$ cat src/rtl/ram_port_arbiter.sv
// Two-requester arbiter for the RAM's 10-bit command port.
// Locks the grant across address/data pairs and returns read bytes to the owner.
module ram_port_arbiter #(
    parameter int TIMEOUT = 16
) (
    input  logic       clk,
    input  logic       rst,
    input  logic [9:0] req0_data,
    input  logic       req0_valid,
    output logic       req0_ready,
    output logic [7:0] req0_dout,
    output logic       req0_dout_valid,
    input  logic [9:0] req1_data,
    input  logic       req1_valid,
    output logic       req1_ready,
    output logic [7:0] req1_dout,
    output logic       req1_dout_valid,
    output logic [9:0] rx_data,
    output logic       rx_valid,
    input  logic [7:0] tx_data,
    input  logic       tx_valid,
    output logic [1:0] grant,
    output logic       timeout_err
);

    typedef enum logic [1:0] {
        IDLE,
        ISSUE,
        LOCKED,
        WAIT_RD
    } state_t;

    localparam logic [7:0] LAST = 8'(TIMEOUT - 1);

    state_t     state_q, state_d;
    logic       ptr_q, ptr_d;
    logic [7:0] cnt_q, cnt_d;
    logic [1:0] grant_d;
    logic [9:0] rx_data_d;
    logic       rx_valid_d;
    logic [1:0] ready_d;
    logic [1:0] dv_d;
    logic [7:0] dout0_d, dout1_d;
    logic       to_d;
    logic       rel;

    logic       v0, v1;
    logic       owner;
    logic       own_valid;
    logic [9:0] own_data;
    logic       pick;

    // A word whose ready is still high was already consumed.
    assign v0        = req0_valid & ~req0_ready;
    assign v1        = req1_valid & ~req1_ready;
    assign owner     = grant[1];
    assign own_valid = owner ? v1 : v0;
    assign own_data  = owner ? req1_data : req0_data;
    assign pick      = (v0 & v1) ? ptr_q : v1;

    always_comb begin
        state_d    = state_q;
        ptr_d      = ptr_q;
        cnt_d      = cnt_q;
        grant_d    = grant;
        rx_data_d  = rx_data;
        rx_valid_d = 1'b0;
        ready_d    = 2'b00;
        dv_d       = 2'b00;
        dout0_d    = req0_dout;
        dout1_d    = req1_dout;
        to_d       = 1'b0;
        rel        = 1'b0;

        unique case (state_q)
            IDLE: begin
                if (v0 | v1) begin
                    grant_d = pick ? 2'b10 : 2'b01;
                    state_d = ISSUE;
                end
            end
            ISSUE: begin
                rx_data_d      = own_data;
                rx_valid_d     = 1'b1;
                ready_d[owner] = 1'b1;
                cnt_d          = 8'd0;
                unique case (own_data[9:8])
                    2'b00, 2'b10: state_d = LOCKED;
                    2'b01:        rel     = 1'b1;
                    default:      state_d = WAIT_RD;
                endcase
            end
            LOCKED: begin
                cnt_d = cnt_q + 8'd1;
                if (own_valid) begin
                    state_d = ISSUE;
                    cnt_d   = 8'd0;
                end else if (cnt_q == LAST) begin
                    to_d = 1'b1;
                    rel  = 1'b1;
                end
            end
            WAIT_RD: begin
                cnt_d = cnt_q + 8'd1;
                // Data arriving on the last cycle still beats the timeout.
                if (tx_valid) begin
                    dv_d[owner] = 1'b1;
                    if (owner) dout1_d = tx_data;
                    else       dout0_d = tx_data;
                    rel = 1'b1;
                end else if (cnt_q == LAST) begin
                    to_d = 1'b1;
                    rel  = 1'b1;
                end
            end
        endcase

        if (rel) begin
            grant_d = 2'b00;
            ptr_d   = ~owner;
            cnt_d   = 8'd0;
            state_d = IDLE;
        end
    end

    always_ff @(posedge clk or posedge rst) begin
        if (rst) begin
            state_q         <= IDLE;
            ptr_q           <= 1'b0;
            cnt_q           <= 8'd0;
            grant           <= 2'b00;
            rx_data         <= 10'd0;
            rx_valid        <= 1'b0;
            req0_ready      <= 1'b0;
            req1_ready      <= 1'b0;
            req0_dout       <= 8'd0;
            req1_dout       <= 8'd0;
            req0_dout_valid <= 1'b0;
            req1_dout_valid <= 1'b0;
            timeout_err     <= 1'b0;
        end else begin
            state_q         <= state_d;
            ptr_q           <= ptr_d;
            cnt_q           <= cnt_d;
            grant           <= grant_d;
            rx_data         <= rx_data_d;
            rx_valid        <= rx_valid_d;
            req0_ready      <= ready_d[0];
            req1_ready      <= ready_d[1];
            req0_dout       <= dout0_d;
            req1_dout       <= dout1_d;
            req0_dout_valid <= dv_d[0];
            req1_dout_valid <= dv_d[1];
            timeout_err     <= to_d;
        end
    end

endmodule

$ cat config.mk
export PLATFORM = sky130hd
export DESIGN_NAME = ram_port_arbiter
export DESIGN_NICKNAME = d
export VERILOG_FILES = /design/src/rtl/ram_port_arbiter.sv
export SDC_FILE = /design/constraint.sdc
export NUM_CORES = 1
export LEC_CHECK = 0
export ABC_CLOCK_PERIOD_IN_PS = 2100
export CAP_MARGIN = 20
export CORE_ASPECT_RATIO = 1.2
export CORE_MARGIN = 2
export CORE_UTILIZATION = 45
export DETAILED_ROUTE_END_ITERATION = 7
export GPL_TIMING_DRIVEN = 0
export HOLD_SLACK_MARGIN = 0.06
export PLACE_DENSITY = 0.81
export SLEW_MARGIN = 20
export SYNTH_ARGS = -nofsm -noshare
export SYNTH_HDL_FRONTEND = slang
export SYNTH_SLANG_ARGS = --single-unit
$ cat constraint.sdc
create_clock -name clk -period 2.1 [get_ports clk]
set_input_delay 0.315 -clock clk [delete_from_list [all_inputs] [get_ports clk]]
set_output_delay 0.315 -clock clk [all_outputs]
set_load 0.03 [all_outputs]
==> results of run 1 <==
==> critical path: cells and delay by family, from the launching register on <==
kind / cells / cell delay, ps
AOI/OAI and AO/OA: 2 / 350
adders and majority gates: 1 / 230
and+or+nand+nor: 3 / 680
buffers and inverters: 1 / 180
DFF: 1 / 420
==> layout make-up <==
type / count / area share [%]
plain buffers: 7 / 1.58
repair buffers: 67 / 24.1
inverters: 6 / 0.789
well taps: 56 / 2.46
clock inverters: 3 / 0.614
multi-input cells: 150 / 28.6
clock buffers: 5 / 2.41
flip-flops and latches: 45 / 39.5
==> registers in the layout (all words and copies together) (netlist names) <==
register and count:
req1_dout 8, state_q 2, req1_dout_valid 1, req0_ready 1, timeout_err 1, req1_ready 1, rx_data 10, ptr_q 1
rx_valid 1, req0_dout 8, cnt_q 8, grant 2, req0_dout_valid 1
==> kinds of logic (layout without fill, tap and decap cells) <==
kind of cell,count (synthesis),count (layout),synth area share [%]
adders and majority gates,1,1,0.623
muxes,12,12,6.04
DFF,45,45,56.0
AOI/OAI and AO/OA,34,34,11.5
buffers and inverters,13,88,3.36
and+or+nand+nor,103,103,22.4
==> metal layers <==
metal / vias up / share of wire, % / track usage, %
li1: 847 / - / -
met1: 809 / 40 / 21.4
met2: 53 / 53 / 33.1
met3: 5 / 6.0 / 5.72
met4: 0 / 1.1 / 7.23
met5: - / 0 / 0
==> power by group through the flow <==
stage               combinational, W  clock, W  sequential, W
floorplan                   0.000807         0        0.00194
global placement             0.00215         0        0.00139
detailed placement           0.00220         0        0.00140
CTS                          0.00221  0.000534        0.00139
global route                 0.00239  0.000579        0.00143
finish                       0.00218  0.000514        0.00138
==> worst min-delay path by stage <==
stage | start | endpoint | slack (ps) | cells after the start
after floorplan | tx_data[0] | req0_dout[0]$_DFFE_PP0P_ | 420 | 2
after global placement | req0_dout[5]$_DFFE_PP0P_ | req0_dout[5]$_DFFE_PP0P_ | 460 | 2
after CTS | rst | req1_dout[5]$_DFFE_PP0P_ | 380 | 2
final | rst | req1_dout[5]$_DFFE_PP0P_ | 380 | 2
after detailed placement | req1_dout[1]$_DFFE_PP0P_ | req1_dout[1]$_DFFE_PP0P_ | 460 | 2
after global routing | rst | req1_dout[5]$_DFFE_PP0P_ | 400 | 2
==> synth_stat cells <==
library cell  instances  share of area [%]
o311ai_4              1                1.3
clkinv_1              2               0.37
o22a_1                1               0.44
nor2b_1               2               0.62
or4_4                 1               0.56
mux2_2                1               0.56
ha_1                  1               0.62
nand4_1               1               0.31
buf_4                 3                1.1
nand2_1              67                 13
a211oi_1              2               0.75
nand3_1               5                1.2
o21bai_1              1               0.37
or2_1                 1               0.31
nor4_1                2               0.62
clkbuf_1              3               0.56
o2111ai_2             1               0.75
nor2_2                1               0.31
and2_1                1               0.31
dfrtp_1              45                 56
nand2b_1              2               0.62
buf_6                 1               0.56
nor3_1                3               0.75
o31ai_1               1               0.37
o22ai_1               1               0.31
a21o_1                2               0.75
nor2_1               12                2.2
o211ai_1              1               0.37
nand4b_1              2               0.87
a21oi_1               3               0.75
inv_1                 4               0.75
and3_2                1               0.37
o2bb2ai_1             1               0.44
mux2i_1              11                5.5
nor3b_1               1               0.37
o21ai_0              18                4.5
a211o_1               1               0.44
and2b_1               1               0.37
==> through the flow <==
stage	utilization (%)	hold slack, ps
after floorplan	-	420
after global placement	64.3	457
after detailed placement	64.9	463
after CTS	67.0	380
after global routing	67.0	404
final	67.0	377
==> impl_metrics.py, run 1 <==
metrics = {
    "status": {
        "status": "finished clean",
    },
    "power_and_ir_drop": {
        "power.density_mw_per_mm2": 1430,
        "netSwitchingPower_w": 0.00176,
        "p_int_w": 0.00232,
        "combinationalPowerShare_pct": 53.5,
        "leakage_nw": 1.32,
        "vdd_ir_drop_max_mv": 0.869,
        "pwr-share-clk_pct": 12.6,
        "pwr-share-seq_pct": 33.9,
        "sw_frac_of_total_pct": 43.2,
        "p_total_w": 0.00408,
    },
    "sta": {
        "drv_slew": 0,
        "setup_viol": 0,
        "rsz0062_at_grt": "no",
        "clock.fmax_ghz": 0.508,
        "tns_ps": 0,
        "period_share_pct": 93.7,
        "hold_viol": 0,
        "period_needed_ps": 1970,
        "skew_ps": 6.11,
        "timing.final.ws_setup_ps": 132,
        "slew_headroom_pct": 62.4,
        "worst_pin_slew_ps": 561,
    },
    "layout": {
        "multi_input_area_um2": 816,
        "final_nets": 316,
        "layout_commonest_cell": "nand2_1",
        "fin_cells": 339,
        "fin_area_mm2": 0.00285,
        "drive_gt1_share_pct": 7.07,
        "fillers": 353,
        "area_delta_synth_final_pct": 42.0,
        "seqCellArea_mm2": 0.00113,
        "layout_common_cells": "nand2_1 (67), clkdlybuf4s50_1 (66), dfrtp_1 (45), o21ai_0 (18), nor2_1 (12)",
        "num_antenna_cells": 0,
    },
    "floorplan": {
        "die_height_um": 77.2,
        "core_mm2": 0.00426,
        "start_util_pct": 47.2,
        "row_count": 26,
        "die_area_mm2": 0.00502,
        "top_level_ports": 67,
        "dieWidth_um": 65,
    },
    "clock_tree": {
        "clk_latency_ps": 300,
        "post_cts_buffers": 0,
        "htree_levels": 2,
        "cts_resized": 0,
        "cts_root_buf": "clkbuf_8",
        "numCtsBuffers": 5,
        "cts.clk_slew.worst_paths_ps": 80,
        "ctsHoldBuffers": 0,
        "clockBufferDepth": 2,
        "cts_tree": "done",
        "cts.sink_count": 45,
    },
    "worst_setup_path": {
        "cp_slowest_cell": "or4_4",
        "startpoint_type": "flop",
        "path_cells": "ha_1, nand4b_1, or4_4, o2111ai_2, buf_6, nor2_2, a211o_1",
        "arrival_ps": 2150,
        "path_max_fanout": 10,
        "r2r_slack_ps": 130,
        "critPathCaptureType": "flop",
        "reg2reg_depth": 7,
        "crit_start": "cnt_q[0]$_DFFE_PP0P_",
        "rr_startpoint": "cnt_q[0]$_DFFE_PP0P_",
        "r2r_end": "cnt_q[6]$_DFFE_PP0P_",
        "cp_data_required_time_ps": 2290,
        "cp_slowest_stage_delay_ps": 490,
        "worstSetupEndpoint": "cnt_q[6]$_DFFE_PP0P_",
        "worstSetupPathType": "flop to flop",
    },
    "grt": {
        "grt_start_max_net_pins": 25,
        "grt_pass1_wl_um": 7310,
        "first_global_vias": 1631,
        "antenna_found_initial": 0,
        "grt_overflow_total": 0,
        "grtUsageTotal_pct": 19.0,
    },
    "drt": {
        "drt_pass1_iterations": 4,
        "drt_iter0_drc": 77,
        "drt-total-wl_um": 4340,
        "viasPerCell": 5.06,
        "num_vias": 1714,
        "ant_nets": 0,
        "wire_per_inst_um": 12.8,
        "post-route-drc-count": 0,
    },
    "placed_design": {
        "dp.final_hpwl_um": 3310,
        "place_congestion": 0.779,
        "place_area_mm2": 0.00277,
        "port_buffers": 66,
        "post-place-ws_ps": 68.2,
        "dp_cells": 331,
    },
    "synthesis": {
        "syn_area_mm2": 0.00201,
        "postSynthCellCount": 208,
        "yosysWarnings": 0,
        "ys_seq_area_share_pct": 56.0,
        "syn-num-nets": 242,
        "ys_seq_elements": 45,
        "avgSynthCellArea_um2": 9.66,
        "synth_cell_types": 38,
    },
    "hold_path": {
        "hp-class": "input pin to async pin",
    },
    "flow_run": {
        "maxCapViolCount": 0,
    },
}
(Power assumes the default switching activity.)
==> run 2: changes to the inputs <==
- CORE_MARGIN: 2 -> not set
==> run 2 against run 1 <==
  * Setup slack improved by 23 ps
  * Non-clock buffer count rose by 1
  * Wire length fell by 0.60%
  * Highest routed layer unchanged
  * Critical path type unchanged
==> impl_metrics.py, run 2 (synthesis results as in run 1) <==
metrics = {
    "clock_tree": {
        "ctsHoldBuffers": 0,
        "cts.sink_count": 45,
        "clockBufferDepth": 2,
        "htree_levels": 2,
        "numCtsBuffers": 5,
        "cts.clk_slew.worst_paths_ps": 80,
        "cts_tree": "done",
        "cts_root_buf": "clkbuf_8",
        "clk_latency_ps": 290,
    },
    "sta": {
        "period_needed_ps": 1940,
        "period_share_pct": 92.6,
        "holdWs_ps": 365,
        "timing.final.ws_setup_ps": 155,
        "drv_slew": 0,
        "worst_pin_slew_ps": 591,
        "slew_headroom_pct": 60.6,
        "rsz0062_at_grt": "no",
        "setup_viol": 0,
        "clock.fmax_ghz": 0.514,
        "tns_ps": 0,
        "skew_ps": 3.77,
        "hold_viol": 0,
    },
    "drt": {
        "post-route-drc-count": 0,
        "viasPerCell": 5.11,
        "drt_iter0_drc": 117,
        "wire_per_inst_um": 12.7,
        "num_vias": 1738,
        "ant_nets": 0,
        "drt_pass1_iterations": 4,
        "drt-total-wl_um": 4320,
    },
    "layout": {
        "num_antenna_cells": 0,
        "layout_commonest_cell": "nand2_1",
        "largest_reg_flops": 10,
        "seqCellArea_mm2": 0.00113,
        "regMostFlops": "rx_data",
        "drive_gt1_share_pct": 6.69,
        "fillers": 352,
        "layout_common_cells": "nand2_1 (67), clkdlybuf4s50_1 (66), dfrtp_1 (45), o21ai_0 (18), nor2_1 (12)",
        "area_delta_synth_final_pct": 42.3,
        "multi_input_area_um2": 816,
        "final_nets": 317,
    },
    "worst_setup_path": {
        "critPathCaptureType": "flop",
        "worstSetupPathType": "flop to flop",
        "cp_data_required_time_ps": 2290,
        "cpLargestDelayFamily": "simple AND/OR/NAND/NOR gates",
        "cp_slowest_stage_delay_ps": 490,
        "startpoint_type": "flop",
        "crit_buf_inv": 1,
        "path_cells": "ha_1, nand4b_1, or4_4, o2111ai_2, buf_6, o21ai_0, a21o_1",
        "cp_slowest_cell": "or4_4",
        "path_max_fanout": 10,
        "crit_start": "cnt_q[1]$_DFFE_PP0P_",
        "arrival_ps": 2130,
        "rr_startpoint": "cnt_q[1]$_DFFE_PP0P_",
    },
    "grt": {
        "grt_start_max_net_pins": 25,
        "grt_pass1_wl_um": 7180,
        "grt_overflow_total": 0,
        "antenna_found_initial": 0,
        "grtUsageTotal_pct": 19.7,
        "first_global_vias": 1647,
    },
    "floorplan": {
        "row_count": 26,
        "top_level_ports": 67,
        "die_height_um": 75.2,
        "dieWidth_um": 63,
        "start_util_pct": 47.2,
        "die_area_mm2": 0.00474,
        "core_mm2": 0.00426,
    },
    "flow_run": {
        "maxCapViolCount": 0,
    },
    "power_and_ir_drop": {
        "p_total_w": 0.00409,
        "vdd_ir_drop_max_mv": 0.759,
        "leakage_nw": 1.32,
        "power.density_mw_per_mm2": 1430,
    },
    "placed_design": {
        "post-place-ws_ps": 47.6,
        "port_buffers": 66,
        "place_congestion": 0.754,
        "dp.final_hpwl_um": 3320,
    },
    "hold_path": {
        "hp-class": "input pin to async pin",
    },
    "status": {
        "status": "finished clean",
    },
}
[run 2: cell types whose count changed in the layout (fill, tap and decap cells not counted), sizes merged]
| cell | delta |
|---|---|
| clkbuf | +2 |
| clkinv | -2 |
| buf | +1 |
[run 2: final timing paths]
check	end	slack, ps	depth (start not counted)
setup / recovery	cnt_q[2]$_DFFE_PP0P_	160	7
setup reg to reg	cnt_q[2]$_DFFE_PP0P_	160	7
max in group asynchronous	cnt_q[4]$_DFFE_PP0P_	1260	3
hold reg to reg	req0_dout[1]$_DFFE_PP0P_	480	2
min in group clk	req0_dout[1]$_DFFE_PP0P_	480	2
hold / removal	rx_valid$_DFF_PP0_	360	2
[run 2: final cells by class]
type | instances | area share [%]
inverter | 6 | 0.788
clock buffer | 7 | 2.67
sequential | 45 | 39.4
clock inverter | 1 | 0.263
multi-input combinational | 150 | 28.5
timing repair buffer | 68 | 24.3
tap | 56 | 2.45
buffer | 7 | 1.58
[run 2: worst register-to-register path, cell delays in order (launching register included)]
cell and delay [ps]:
dfrtp_1 400, ha_1 210, nand4b_1 160, or4_4 490, o2111ai_2 130, buf_6 180, o21ai_0 80, a21o_1 190
[run 2: layer usage]
metal	global-route usage [%]	vias up	wire, µm
li1	-	851	-
met1	21.7	829	1760
met2	36.9	53	2290
met3	5.45	5	214
met4	6.72	0	51
met5	0	-	0
[run 2: power breakdown]
part | total [W] | internal (W) | switching, W
registers | 0.00138 | 0.00120 | 0.000184
clock network | 0.000506 | 0.000235 | 0.000271
logic | 0.00220 | 0.000899 | 0.00130
total | 0.00409 | 0.00233 | 0.00176
[run 2: per-stage QoR]
stage               util (%)  std cells  cell area [µm²]
global route            67.1        340             2860
finish                  67.1        340             2860
detailed placement      64.9        331             2770
global placement        64.3        330             2740
floorplan                  -        208             2010
CTS                     66.9        339             2850
[run 2: timing repair]
action,4_1_cts,5_1_grt
endpoints found under the setup margin,0,1
hold endpoints to repair,0,0
gates resized for setup,0,0
setup buffers,0,1
